$ cat config.mk
export PLATFORM = sky130hd
export DESIGN_NAME = demux_steer_ctrl
export DESIGN_NICKNAME = d
export VERILOG_FILES = /design/src/rtl/demux_steer_ctrl.sv
export SDC_FILE = /design/constraint.sdc
export NUM_CORES = 1
export LEC_CHECK = 0
export ABC_AREA = 1
export CORE_MARGIN = 5
export CORE_UTILIZATION = 30
export DETAILED_ROUTE_END_ITERATION = 10
export PLACE_DENSITY = 0.58
export SLEW_MARGIN = 10
export SYNTH_ARGS = -nofsm -noshare
export SYNTH_HDL_FRONTEND = slang
export SYNTH_SLANG_ARGS = --single-unit
$ cat constraint.sdc
create_clock -name clk -period 1.65 [get_ports clk]
set_clock_uncertainty 0.05 [all_clocks]
set_input_delay 0.4125 -clock clk [delete_from_list [all_inputs] [get_ports clk]]
set_output_delay 0.4125 -clock clk [all_outputs]
set_load 0.01 [all_outputs]
$ cat src/rtl/demux_steer_ctrl.sv
// Steering scheduler for the 1:2 byte demux: bursts words over two lanes,
// skips almost-full lanes, and backpressures upstream when both are blocked.
module demux_steer_ctrl #(
    parameter int BURST  = 4,
    parameter int CNT_W  = 16,
    parameter int DATA_W = 8
) (
    input  logic              clk,
    input  logic              reset,
    input  logic [DATA_W-1:0] data_in,
    input  logic              valid_in,
    input  logic              almost_full0,
    input  logic              almost_full1,
    output logic [DATA_W-1:0] data_out,
    output logic              valid_out,
    output logic              selector,
    output logic              pause,
    output logic              overflow,
    output logic [CNT_W-1:0]  count0,
    output logic [CNT_W-1:0]  count1
);

    typedef enum logic [1:0] {
        IDLE  = 2'd0,
        SEND  = 2'd1,
        STALL = 2'd2
    } state_t;

    localparam logic [7:0] BURST_L = 8'(BURST);

    state_t     state, state_nxt;
    logic       lane, lane_nxt;
    logic [7:0] burst_cnt, burst_cnt_nxt;
    logic       word_acc;
    logic       tgt;
    logic [7:0] cnt_inc;
    logic       both_blk;
    logic       cur_blk;
    logic       tgt_other_blk;
    logic       lane_other_blk;

    assign both_blk       = almost_full0 & almost_full1;
    assign cur_blk        = lane ? almost_full1 : almost_full0;
    assign lane_other_blk = lane ? almost_full0 : almost_full1;
    assign tgt_other_blk  = tgt  ? almost_full0 : almost_full1;

    // A blocked current lane diverts the word to the other lane and restarts the burst there
    always_comb begin
        if (!cur_blk) begin
            tgt     = lane;
            cnt_inc = burst_cnt + 8'd1;
        end else begin
            tgt     = ~lane;
            cnt_inc = 8'd1;
        end
    end

    always_comb begin
        state_nxt     = state;
        lane_nxt      = lane;
        burst_cnt_nxt = burst_cnt;
        word_acc      = 1'b0;
        case (state)
            IDLE: begin
                if (valid_in) begin
                    if (both_blk) state_nxt = STALL;
                    else          word_acc  = 1'b1;
                end
            end
            SEND: begin
                if (both_blk)      state_nxt = STALL;
                else if (valid_in) word_acc  = 1'b1;
            end
            STALL: begin
                if (!both_blk) begin
                    state_nxt     = SEND;
                    lane_nxt      = lane_other_blk ? lane : ~lane;
                    burst_cnt_nxt = 8'd0;
                end
            end
            default: state_nxt = IDLE;
        endcase

        // Burst completion alternates lanes unless the other lane is full
        if (word_acc) begin
            state_nxt = SEND;
            if (cnt_inc == BURST_L) begin
                lane_nxt      = tgt_other_blk ? tgt : ~tgt;
                burst_cnt_nxt = 8'd0;
            end else begin
                lane_nxt      = tgt;
                burst_cnt_nxt = cnt_inc;
            end
        end
    end

    always_ff @(posedge clk) begin
        if (reset) begin
            state     <= IDLE;
            lane      <= 1'b0;
            burst_cnt <= 8'd0;
            data_out  <= '0;
            valid_out <= 1'b0;
            selector  <= 1'b0;
            pause     <= 1'b0;
            overflow  <= 1'b0;
            count0    <= '0;
            count1    <= '0;
        end else begin
            state     <= state_nxt;
            lane      <= lane_nxt;
            burst_cnt <= burst_cnt_nxt;
            valid_out <= word_acc;
            pause     <= (state_nxt == STALL);
            if (word_acc) begin
                data_out <= data_in;
                selector <= tgt;
                if (tgt) count1 <= count1 + CNT_W'(1);
                else     count0 <= count0 + CNT_W'(1);
            end
            // Upstream ignored backpressure: the word is lost
            if (valid_in && state == STALL) overflow <= 1'b1;
        end
    end

endmodule
==> results of run 1 <==
## sequential cells by signal, summed over array words and instances (netlist names)
register	flops
lane	1
state	2
valid_out	1
overflow	1
count1	16
count0	16
data_out	8
pause	1
selector	1
burst_cnt	8
## worst max-delay path, delay by kind of cell (launching register included)
kind,cells,cell delay (ns)
AND/OR/NAND/NOR,8,0.65
flip-flops,1,0.39
buffers and inverters,3,0.33
AO/OA/AOI/OAI,1,0.13
## final timing paths
path | end | start
max | lane | lane
min reg2reg | overflow | overflow
max reg2reg | lane | lane
min | overflow | overflow
## through the flow
stage | power [mW] | area [um2]
floorplan | 1.592 | 2666
global placement | 1.789 | 3656
detailed placement | 1.796 | 3656
CTS | 2.531 | 3736
global route | 2.623 | 3795
finish | 2.501 | 3795
## cell usage in the layout, fill, tap and decap left out, drive strengths merged
master	netlist	layout
a21oi	28	28
a31oi	1	1
a32o	4	4
and3	2	2
buf	0	49
clkbuf	7	9
clkdlybuf4s50	0	10
clkinv	0	1
dfxtp	55	55
dlygate4sd2	0	43
dlymetal6s2s	0	1
ha	3	3
inv	43	43
nand2	67	67
nand3	26	26
nand3b	1	1
nand4	7	7
nor2	66	66
nor3	14	14
nor3b	3	3
nor4	4	4
o21a	4	4
o21ai	22	22
o31a	1	1
o31ai	2	2
o32ai	2	2
xnor2	4	4
xor2	2	2
## routing by layer
metal / up-vias / share of wire, % / track usage (%)
li1: 1427 / - / -
met1: 1253 / 49 / 16.03
met2: 51 / 46 / 20.45
met3: 9 / 4.2 / 3.290
met4: 0 / 1.1 / 3.330
met5: - / 0 / 0
## cells by family (layout without fill, tap and decap cells)
kind of cell	Yosys count	after routing	synth area share (%)
AOI/OAI and AO/OA	64	64	13.94
xor gates and xnor gates	6	6	1.971
adders and majority gates	3	3	1.408
buffers and inverters	50	156	7.227
DFF	55	55	41.30
and+or+nand+nor	190	190	34.16
## area by class of cell
type	count	share of cell area, %
Clock inverter	1	0.1319
Multi-Input combinational cell	263	36.99
Timing Repair Buffer	105	23.28
Tap cell	108	3.561
Inverter	43	4.385
Clock buffer	7	2.011
Sequential cell	55	29.64
## report_power, final
group / internal (mW) / switching, mW
logic: 0.179 / 0.198
clock network: 0.300 / 0.435
registers: 1.36 / 0.0255
## synthesized netlist by cell type (all sizes together) (4+ instances only)
cell type   n
a21oi      28
nor3       14
o21a        4
a32o        4
o21ai      22
nand3      26
clkbuf      7
nor4        4
nor2       66
xnor2       4
dfxtp      55
inv        43
nand2      67
nand4       7
## what timing repair did
item | 4_1_cts | 5_1_grt
endpoints found under the hold margin | 0 | 0
endpoints found under the setup margin | 75 | 18
hold buffers | 0 | 0
pin swaps | 3 | 10
gates resized for setup | 63 | 16
setup buffers | 3 | 6
cloned | 0 | 0
==> results by group, run 1 <==
Status
  • Status: finished clean

Critical path
  • Flop2flop setup slack: 0.02 ns
  • Critical-path cell list: nand2_4 -> buf_4 -> inv_1 -> nor2_1 -> buf_4 -> nand3_1 -> nand3_1 -> nor2_2 -> nand2_1 -> nand2_1 -> nand3_1 -> a21oi_1
  • Slowest stage cell, crit path: dfxtp_4
  • Element type at the critical path end: flop
  • WS Path Type: reg -> reg
  • Worst EP required: 1.83 ns
  • Crit-path max FO: 6
  • CP most frequent cell: nand3_1
  • Critical Path Start Type: flop
  • Arrival time worst endpoint: 1.80 ns
  • R2r worst-path depth: 12
  • Largest stage delay, worst path: 0.39 ns

Timing
  • Period Utilization, post-route: 98.55%
  • Max frequency: 615.0 MHz
  • Slew margin rel.: 77.89%
  • Setup tns final: 0 ns
  • Slew @ Worst Pin: 0.3292 ns
  • Final setup violation count: 0
  • Final critical-path required period: 1.626 ns
  • Hold Violations, Final: 0
  • Fin Hold WS: 0.4122 ns
  • RSZ-0062 raised after global routing: true
  • Final WS setup: 0.02398 ns
  • Final Max Tran Viols: 0

Job
  • Number of max-cap violations: 0

Power
  • Power Density: 659.2 nW/um2
  • Max VDD drop: 0.3077 mV
  • Leak Pwr: 1.703 nW

Final layout
  • N_diodes: 0
  • Final Core Density: 43.73%
  • # fillers: 944
  • Register Area: 1125 um2
  • Area of the multi-input gates: 1404 um2
  • Area growth syn-to-layout: 42.33%
  • Layout Nets: 489
  • Layout Cells excl Fill: 582
  • Share of post-route cells with drive strength above 1: 21.31%

Synth
  • Yosys warns: 0
  • Syn_area_per_cell: 7.245 um2
  • Synthesized cell area: 2666 um2
  • Synth top area share: 41.30%
  • Synth Flop Type: dfxtp_1
  • Seq/Total Area, Yosys: 41.30%
  • Top post-synthesis cells by area: dfxtp_1 (41%), nand2_1 (8.9%), nor2_1 (8.6%)
  • Cells after synthesis: 368
  • Syn_nets: 384
  • Ys async rst share: 0%
  • Area leader, netlist: dfxtp_1
  • Synthesis-stage register bit count: 55
  • Distinct cells, synth: 34
  • Number of flops mapped to enable cells by yosys: 0

Placement
  • Post-DP HPWL: 5.256 mm
  • Port Buffers: 56
  • Gpl congestion: 0.8073
  • Dpl cells: 566
  • Setup WS pre-CTS: -0.6136 ns

Drt
  • Starting DRC count in detailed routing: 53
  • Total number of vias: 2740
  • Routed Antenna Nets: 0
  • Pre-antenna DRT Iters: 4
  • DR vias/cell: 4.708
  • DR DRC count: 0
  • WL/cell: 12.00 um
  • Routed WL: 6.985 mm

Floorplanning
  • Top Ports: 57
  • DIE AREA: 10870 um2
  • Core ar.: 8678 um2
  • Chip height: 104.3 um
  • Rows: 34
  • Initial Util: 30.72%
  • Die W: 104.3 um

Global route
  • Initial antenna violation count: 0
  • Global-route usage over all layers: 12.43%
  • Largest net degree at the start of global routing: 19
  • GR Overflow Total: 0
  • Global-route wire length before repair: 11.65 mm
  • Vias in the first global route: 2595

Hold path
  • Hold depth: 2
  • Tightest Hold Check Type: reg -> reg

CTS
  • CTS tree: built
  • Clk slew on worst S/H paths: 0.10 ns
  • Htree depth: 2
  • Num CTS Buffers: 5
  • Clk Latency, worst-skew pair: 0.30 ns
  • Root buffer cell: clkbuf_8
  • Clock sink count: 55
  • Bufs on Longest Clock Path: 2
Power figures use the tool's default switching activity.
==> run 2, diff against run 1 <==
--- a/config.mk
+++ b/config.mk
@@ -9,7 +9,7 @@
 export CORE_MARGIN = 5
 export CORE_UTILIZATION = 30
 export DETAILED_ROUTE_END_ITERATION = 10
-export PLACE_DENSITY = 0.58
+export PLACE_DENSITY_LB_ADDON = 0.12
 export SLEW_MARGIN = 10
 export SYNTH_ARGS = -nofsm -noshare
 export SYNTH_HDL_FRONTEND = slang
==> run 2 against run 1 <==
- utilization rose by 1.1 points
- hold slack got worse by 0.0021 ns
- first-iteration DRC count rose by 36%
- register-to-register slack improved by 0.05 ns
- clock power rose by 21%
- setup slack improved by 0.048 ns
- final cell count rose by 0.34%
- total power rose by 6.3%
- critical path depth fell by 4
- global-route usage rose by 0.89 points
==> results by group, run 2 (synthesis results as in run 1) <==
Timing
  • Setup tns final: 0 ns (unchanged)
  • Final WS setup: 0.07236 ns (+0.04838 ns)
  • RSZ-0062 raised after global routing: true
  • Fin Hold WS: 0.4101 ns (-0.002136 ns)
  • Final critical-path required period: 1.578 ns (-0.04838 ns)
  • Final Max Tran Viols: 0 (unchanged)
  • Final setup violation count: 0 (unchanged)
  • Period Utilization, post-route: 95.61% (-2.9 points)
  • Hold Violations, Final: 0 (unchanged)
  • Slew margin rel.: 78.39% (+0.51 points)
  • Slew @ Worst Pin: 0.3216 ns (-0.007539 ns)
  • Max frequency: 633.9 MHz (+3.1%)

Power
  • Max VDD drop: 0.3582 mV (+16%)
  • Leak Pwr: 1.770 nW (+4.0%)
  • Total Power: 2.660 mW (+6.3%)
  • Power Density: 683.9 nW/um2 (+3.7%)

Final layout
  • Most frequent cells in the layout: nand2_1 (61), nor2_1 (53), buf_4 (51)
  • Area growth syn-to-layout: 45.89%
  • Layout Cells excl Fill: 584 (+0.34%)
  • Biggest regs: count0 (16), count1 (16)
  • Area of the multi-input gates: 1450 um2 (+3.3%)
  • Final Core Density: 44.82% (+1.1 points)
  • # fillers: 935 (-0.95%)
  • Layout Nets: 492 (+0.61%)
  • N_diodes: 0 (unchanged)
  • Share of post-route cells with drive strength above 1: 23.53% (+2.2 points)
  • Register Area: 1131 um2 (+0.56%)
  • Commonest non-fill, non-tap cell in the layout: nand2_1
  • Design area: 3890 um2 (+2.5%)

Placement
  • Gpl congestion: 0.8127 (+0.67%)
  • Setup WS pre-CTS: -0.5988 ns (+0.01472 ns)
  • Dpl cells: 573 (+1.2%)
  • Post-DP Area: 3709 um2 (+1.4%)
  • Post-DP HPWL: 5.371 mm (+2.2%)
  • Port Buffers: 56 (unchanged)

CTS
  • Htree depth: 2 (unchanged)
  • Clock sink count: 55 (unchanged)
  • Root buffer cell: clkbuf_8
  • Bufs on Longest Clock Path: 2 (unchanged)
  • Hold-fix buffer count after cts: 0 (unchanged)
  • Clk slew on worst S/H paths: 0.10 ns (about the same)
  • Num CTS Buffers: 5 (unchanged)
  • Clk Latency, worst-skew pair: 0.31 ns (about the same)
  • CTS tree: built

Global route
  • GR Overflow Total: 0 (unchanged)
  • GR peak layer: met2
  • GR Layer Usage met1: 16.58% (+0.55 points)
  • Global-route wire length before repair: 12.38 mm (+6.2%)
  • Vias in the first global route: 2700 (+4.0%)
  • M2 GR Usage: 22.90% (+2.4 points)
  • Initial antenna violation count: 0 (unchanged)
  • Global-route usage over all layers: 13.33% (+0.89 points)
  • Largest net degree at the start of global routing: 24 (+5)
  • M3 GR Usage: 2.855% (-0.43 points)

Hold path
  • Tightest Hold Check Type: reg -> reg
  • Min-delay src: overflow
  • Worst Hold Path EP: overflow
  • Hold depth: 2 (unchanged)

Critical path
  • Critical Path Start Type: flop
  • Element type at the critical path end: flop
  • R2r worst-path depth: 8 (-4)
  • R2r endpoint: count0[15]
  • Slowest stage cell, crit path: dfxtp_4
  • Worst EP required: 1.81 ns (-0.02 ns)
  • Critical-path cell list: o21ai_4 -> inv_4 -> nor2_8 -> nand3_1 -> nor3_2 -> nand2_1 -> xor2_1 -> nor2_1
  • Delay-heaviest family, CP: simple AND/OR/NAND/NOR gates
  • Flop2flop setup slack: 0.07 ns (+0.05 ns)
  • Arrival time worst endpoint: 1.73 ns (-0.07 ns)
  • CP bufs+invs: 1 (-2)
  • WS Path Type: reg -> reg
  • Largest stage delay, worst path: 0.37 ns (-0.02 ns)
  • R2r startpoint: lane
  • Crit-path max FO: 5 (-1)

Status
  • Status: finished clean

Floorplanning
  • Chip height: 104.3 um (unchanged)
  • Die W: 104.3 um (unchanged)
  • DIE AREA: 10870 um2 (unchanged)
  • Initial Util: 30.72% (unchanged)
  • Top Ports: 57 (unchanged)
  • Rows: 34 (unchanged)
  • Core ar.: 8678 um2 (unchanged)

Drt
  • Routed Antenna Nets: 0 (unchanged)
  • DR DRC count: 0 (unchanged)
  • DR vias/cell: 4.652 (-1.2%)
  • WL/cell: 12.33 um (+2.8%)
  • Routed WL: 7.202 mm (+3.1%)
  • Total number of vias: 2717 (-0.84%)
  • Pre-antenna DRT Iters: 4 (unchanged)
  • Starting DRC count in detailed routing: 72 (+36%)

Job
  • Number of max-cap violations: 0 (unchanged)
## run 2: cell types whose count changed in the layout (fill, tap and decap cells not counted), sizes merged
cell / before / now
buf: 49 / 52
bufinv: 0 / 1
clkbuf: 9 / 8
clkdlybuf4s50: 10 / 9
clkinv: 1 / 0
dlymetal6s2s: 1 / 2
## run 2: worst max path at each step
stage                            start         end  slack, ns  cells past startpoint
final                             lane  count0[15]       0.07                      8
after CTS                        pause       pause      0.007                      1
after detailed placement  almost_full0        lane      -0.60                     12
after floorplan           almost_full0  count0[10]       0.06                     10
after global routing          state[1]  count1[11]      -0.01                     10
after global placement    almost_full0  count0[13]      -0.53                      8
## run 2: repair_timing
| item | CTS | global route |
|---|---|---|
| endpoints found under the hold margin | 0 | 0 |
| setup buffers | 1 | 4 |
| pin swaps | 4 | 15 |
| endpoints found under the setup margin | 71 | 17 |
| resized for setup | 67 | 26 |
## run 2: final cells by class
| cell class | instances | area share, % |
|---|---|---|
| Clock inverter | 1 | 0.7720 |
| Sequential cell | 55 | 29.08 |
| Clock buffer | 6 | 1.866 |
| Tap cell | 108 | 3.474 |
| Multi-Input combinational cell | 263 | 37.28 |
| Inverter | 43 | 4.278 |
| Timing Repair Buffer | 108 | 23.26 |
## run 2: worst min-delay path, delay by kind of cell, from the launching register on
| kind | cells | cell delay [ns] |
|---|---|---|
| flip-flops | 1 | 0.32 |
| buffers and inverters | 1 | 0.05 |
| AO/OA/AOI/OAI | 1 | 0.05 |
## run 2: report_power, final
part / total, mW / internal [mW] / leakage, nW / switching [mW]
Sequential: 1.39 / 1.36 / 0.457 / 0.0252
Combinational: 0.378 / 0.177 / 1.26 / 0.201
Clock: 0.893 / 0.446 / 0.0513 / 0.446
## run 2: per-layer routing
| layer | routed length, um | part of all wire (%) | vias up |
|---|---|---|---|
| li1 | - | - | 1436 |
| met1 | 3395 | 47 | 1239 |
| met2 | 3548 | 49 | 36 |
| met3 | 189 | 2.6 | 6 |
| met4 | 69 | 0.96 | 0 |
| met5 | 0 | 0 | - |
==> run 3, diff against run 2 <==
--- a/config.mk
+++ b/config.mk
@@ -6,7 +6,6 @@
 export NUM_CORES = 1
 export LEC_CHECK = 0
 export ABC_AREA = 1
-export CORE_MARGIN = 5
 export CORE_UTILIZATION = 30
 export DETAILED_ROUTE_END_ITERATION = 10
 export PLACE_DENSITY_LB_ADDON = 0.12
==> run 3 against run 2 <==
- total power down 3.0%
- first-iteration DRC count up 6.9%
- via count rose by 0.26%
- cell area is 0.90% higher
- combinational power about the same
- sequential share of layout area about the same
- hold slack improved by 0.0051 ns
- critical path type is now reg -> out
- critical endpoint is now valid_out
- largest power group unchanged
==> results by group, run 3 (synthesis results as in run 1) <==
Timing
  • Fin Hold WS: 0.4152 ns (+0.005127 ns)
  • Period Utilization, post-route: 97.05% (+1.4 points)
  • RSZ-0062 raised after global routing: true
  • Final setup violation count: 0 (unchanged)
  • Max frequency: 624.5 MHz (-1.5%)
  • Slew @ Worst Pin: 0.3837 ns (+0.06202 ns)
  • Setup tns final: 0 ns (unchanged)
  • Hold Violations, Final: 0 (unchanged)
  • Slew margin rel.: 74.19% (-4.2 points)
  • Final Max Tran Viols: 0 (unchanged)
  • Final critical-path required period: 1.601 ns (+0.02376 ns)
  • Final WS setup: 0.04860 ns (-0.02376 ns)

CTS
  • Clk slew on worst S/H paths: 0.09 ns (about the same)
  • Htree depth: 2 (unchanged)
  • Num CTS Buffers: 5 (unchanged)
  • Clock sink count: 55 (unchanged)
  • Root buffer cell: clkbuf_8
  • Clk Latency, worst-skew pair: 0.30 ns (about the same)
  • Bufs on Longest Clock Path: 2 (unchanged)
  • CTS tree: built

Critical path
  • Worst EP required: 1.19 ns (-0.62 ns)
  • Largest stage delay, worst path: 0.53 ns (+0.16 ns)
  • R2r startpoint: lane
  • Critical Path Start Type: flop
  • Arrival time worst endpoint: 1.14 ns (-0.59 ns)
  • Delay-heaviest family, CP: buffers and inverters
  • Slowest stage cell, crit path: clkdlybuf4s50_1
  • Element type at the critical path end: output port
  • WS Path Type: reg -> out
  • Crit-path max FO: 1 (-4)
  • Critical Path Source: valid_out
  • CP bufs+invs: 1 (unchanged)
  • Critical-path cell list: clkdlybuf4s50_1

Final layout
  • Final Core Density: 45.23% (+0.40 points)
  • Biggest regs: count0 (16), count1 (16)
  • Area growth syn-to-layout: 47.21%
  • Share of post-route cells with drive strength above 1: 25.52% (+2.0 points)
  • Most frequent cells in the layout: nor2_1 (57), nand2_1 (57), buf_4 (55)
  • # fillers: 913 (-2.4%)
  • N_diodes: 0 (unchanged)
  • Layout Nets: 497 (+1.0%)

Hold path
  • Tightest Hold Check Type: reg -> reg
  • Min-delay src: overflow

Status
  • Status: finished clean

Placement
  • Gpl congestion: 0.8639 (+6.3%)
  • Setup WS pre-CTS: -0.5571 ns (+0.04173 ns)
  • Post-DP HPWL: 5.204 mm (-3.1%)
  • Port Buffers: 56 (unchanged)

Global route
  • M2 GR Usage: 27.13% (+4.2 points)
  • Vias in the first global route: 2559 (-5.2%)
  • GR Layer Usage met1: 20.38% (+3.8 points)
  • Initial antenna violation count: 0 (unchanged)
  • M3 GR Usage: 2.765% (-0.091 points)
  • GR Overflow Total: 0 (unchanged)
  • Global-route wire length before repair: 11.56 mm (-6.6%)
  • Global-route usage over all layers: 15.78% (+2.4 points)
  • GR peak layer: met2
  • Largest net degree at the start of global routing: 19 (-21%)

Drt
  • Pre-antenna DRT Iters: 4 (unchanged)
  • DR DRC count: 0 (unchanged)
  • Starting DRC count in detailed routing: 77 (+6.9%)
  • DR vias/cell: 4.617 (-0.76%)
  • Total number of vias: 2724 (+0.26%)
  • Routed WL: 6.919 mm (-3.9%)
  • Routed Antenna Nets: 0 (unchanged)
  • WL/cell: 11.73 um (-4.9%)

Floorplanning
  • DIE AREA: 9269 um2 (-15%)
  • Initial Util: 30.72% (unchanged)
  • Chip height: 96.28 um (-7.7%)
  • Rows: 34 (unchanged)
  • Die W: 96.28 um (-7.7%)
  • Top Ports: 57 (unchanged)
  • Core ar.: 8678 um2 (unchanged)

Power
  • Power Density: 657.7 nW/um2 (-3.8%)
  • Leak Pwr: 1.770 nW (about the same)
  • Max VDD drop: 0.3278 mV (-8.5%)

Job
  • Number of max-cap violations: 0 (unchanged)
[run 3: what timing repair did]
action                                  CTS  global route
endpoints found under the setup margin   70            18
resized for setup                        68            30
setup buffers                             3             6
cloned                                    0             0
pin swaps                                 4            20
hold buffers                              0             0
[run 3: metrics by stage]
step                area, um2  instances  total power, mW
finish                   3925        590            2.581
CTS                      3815        584            2.618
detailed placement       3709        573            1.805
global route             3925        590            2.721
global placement         3709        573            1.803
floorplan                2666        368            1.592
[run 3: per-layer routing]
metal / routed length (um) / up-vias
met3: 240 / 5
li1: - / 1446
met4: 64 / 0
met2: 3391 / 38
met5: 0 / -
met1: 3222 / 1235
[run 3: final timing paths]
kind | end | slack [ns] | cells past startpoint
min reg2reg | overflow | 0.42 | 2
min | overflow | 0.42 | 2
max | valid_out | 0.05 | 1
max reg2reg | count1[7] | 0.06 | 10
[run 3: power by group]
group / internal [mW] / switching (mW)
sequential: 1.36 / 0.0272
clock: 0.384 / 0.426
combinational: 0.183 / 0.198
total: 1.93 / 0.652
[run 3: final cells by class]
| cell class | count | area (um2) | area share [%] |
|---|---|---|---|
| multi-input cells | 263 | 1439 | 36.66 |
| well taps | 108 | 135.1 | 3.443 |
| repair buffers | 113 | 943.4 | 24.04 |
| inverters | 43 | 166.4 | 4.240 |
| flip-flops and latches | 55 | 1141 | 29.07 |
| clock buffers | 8 | 100.1 | 2.550 |
[run 3: worst reg2reg max path: stages (launching register included)]
cell	delay, ns
dfxtp_4	0.38
nand2_4	0.08
o21ai_4	0.09
nor2_4	0.19
nand2_4	0.08
nor2_4	0.12
nand3_2	0.11
buf_4	0.15
buf_4	0.12
nor2_1	0.08
nor3_1	0.05
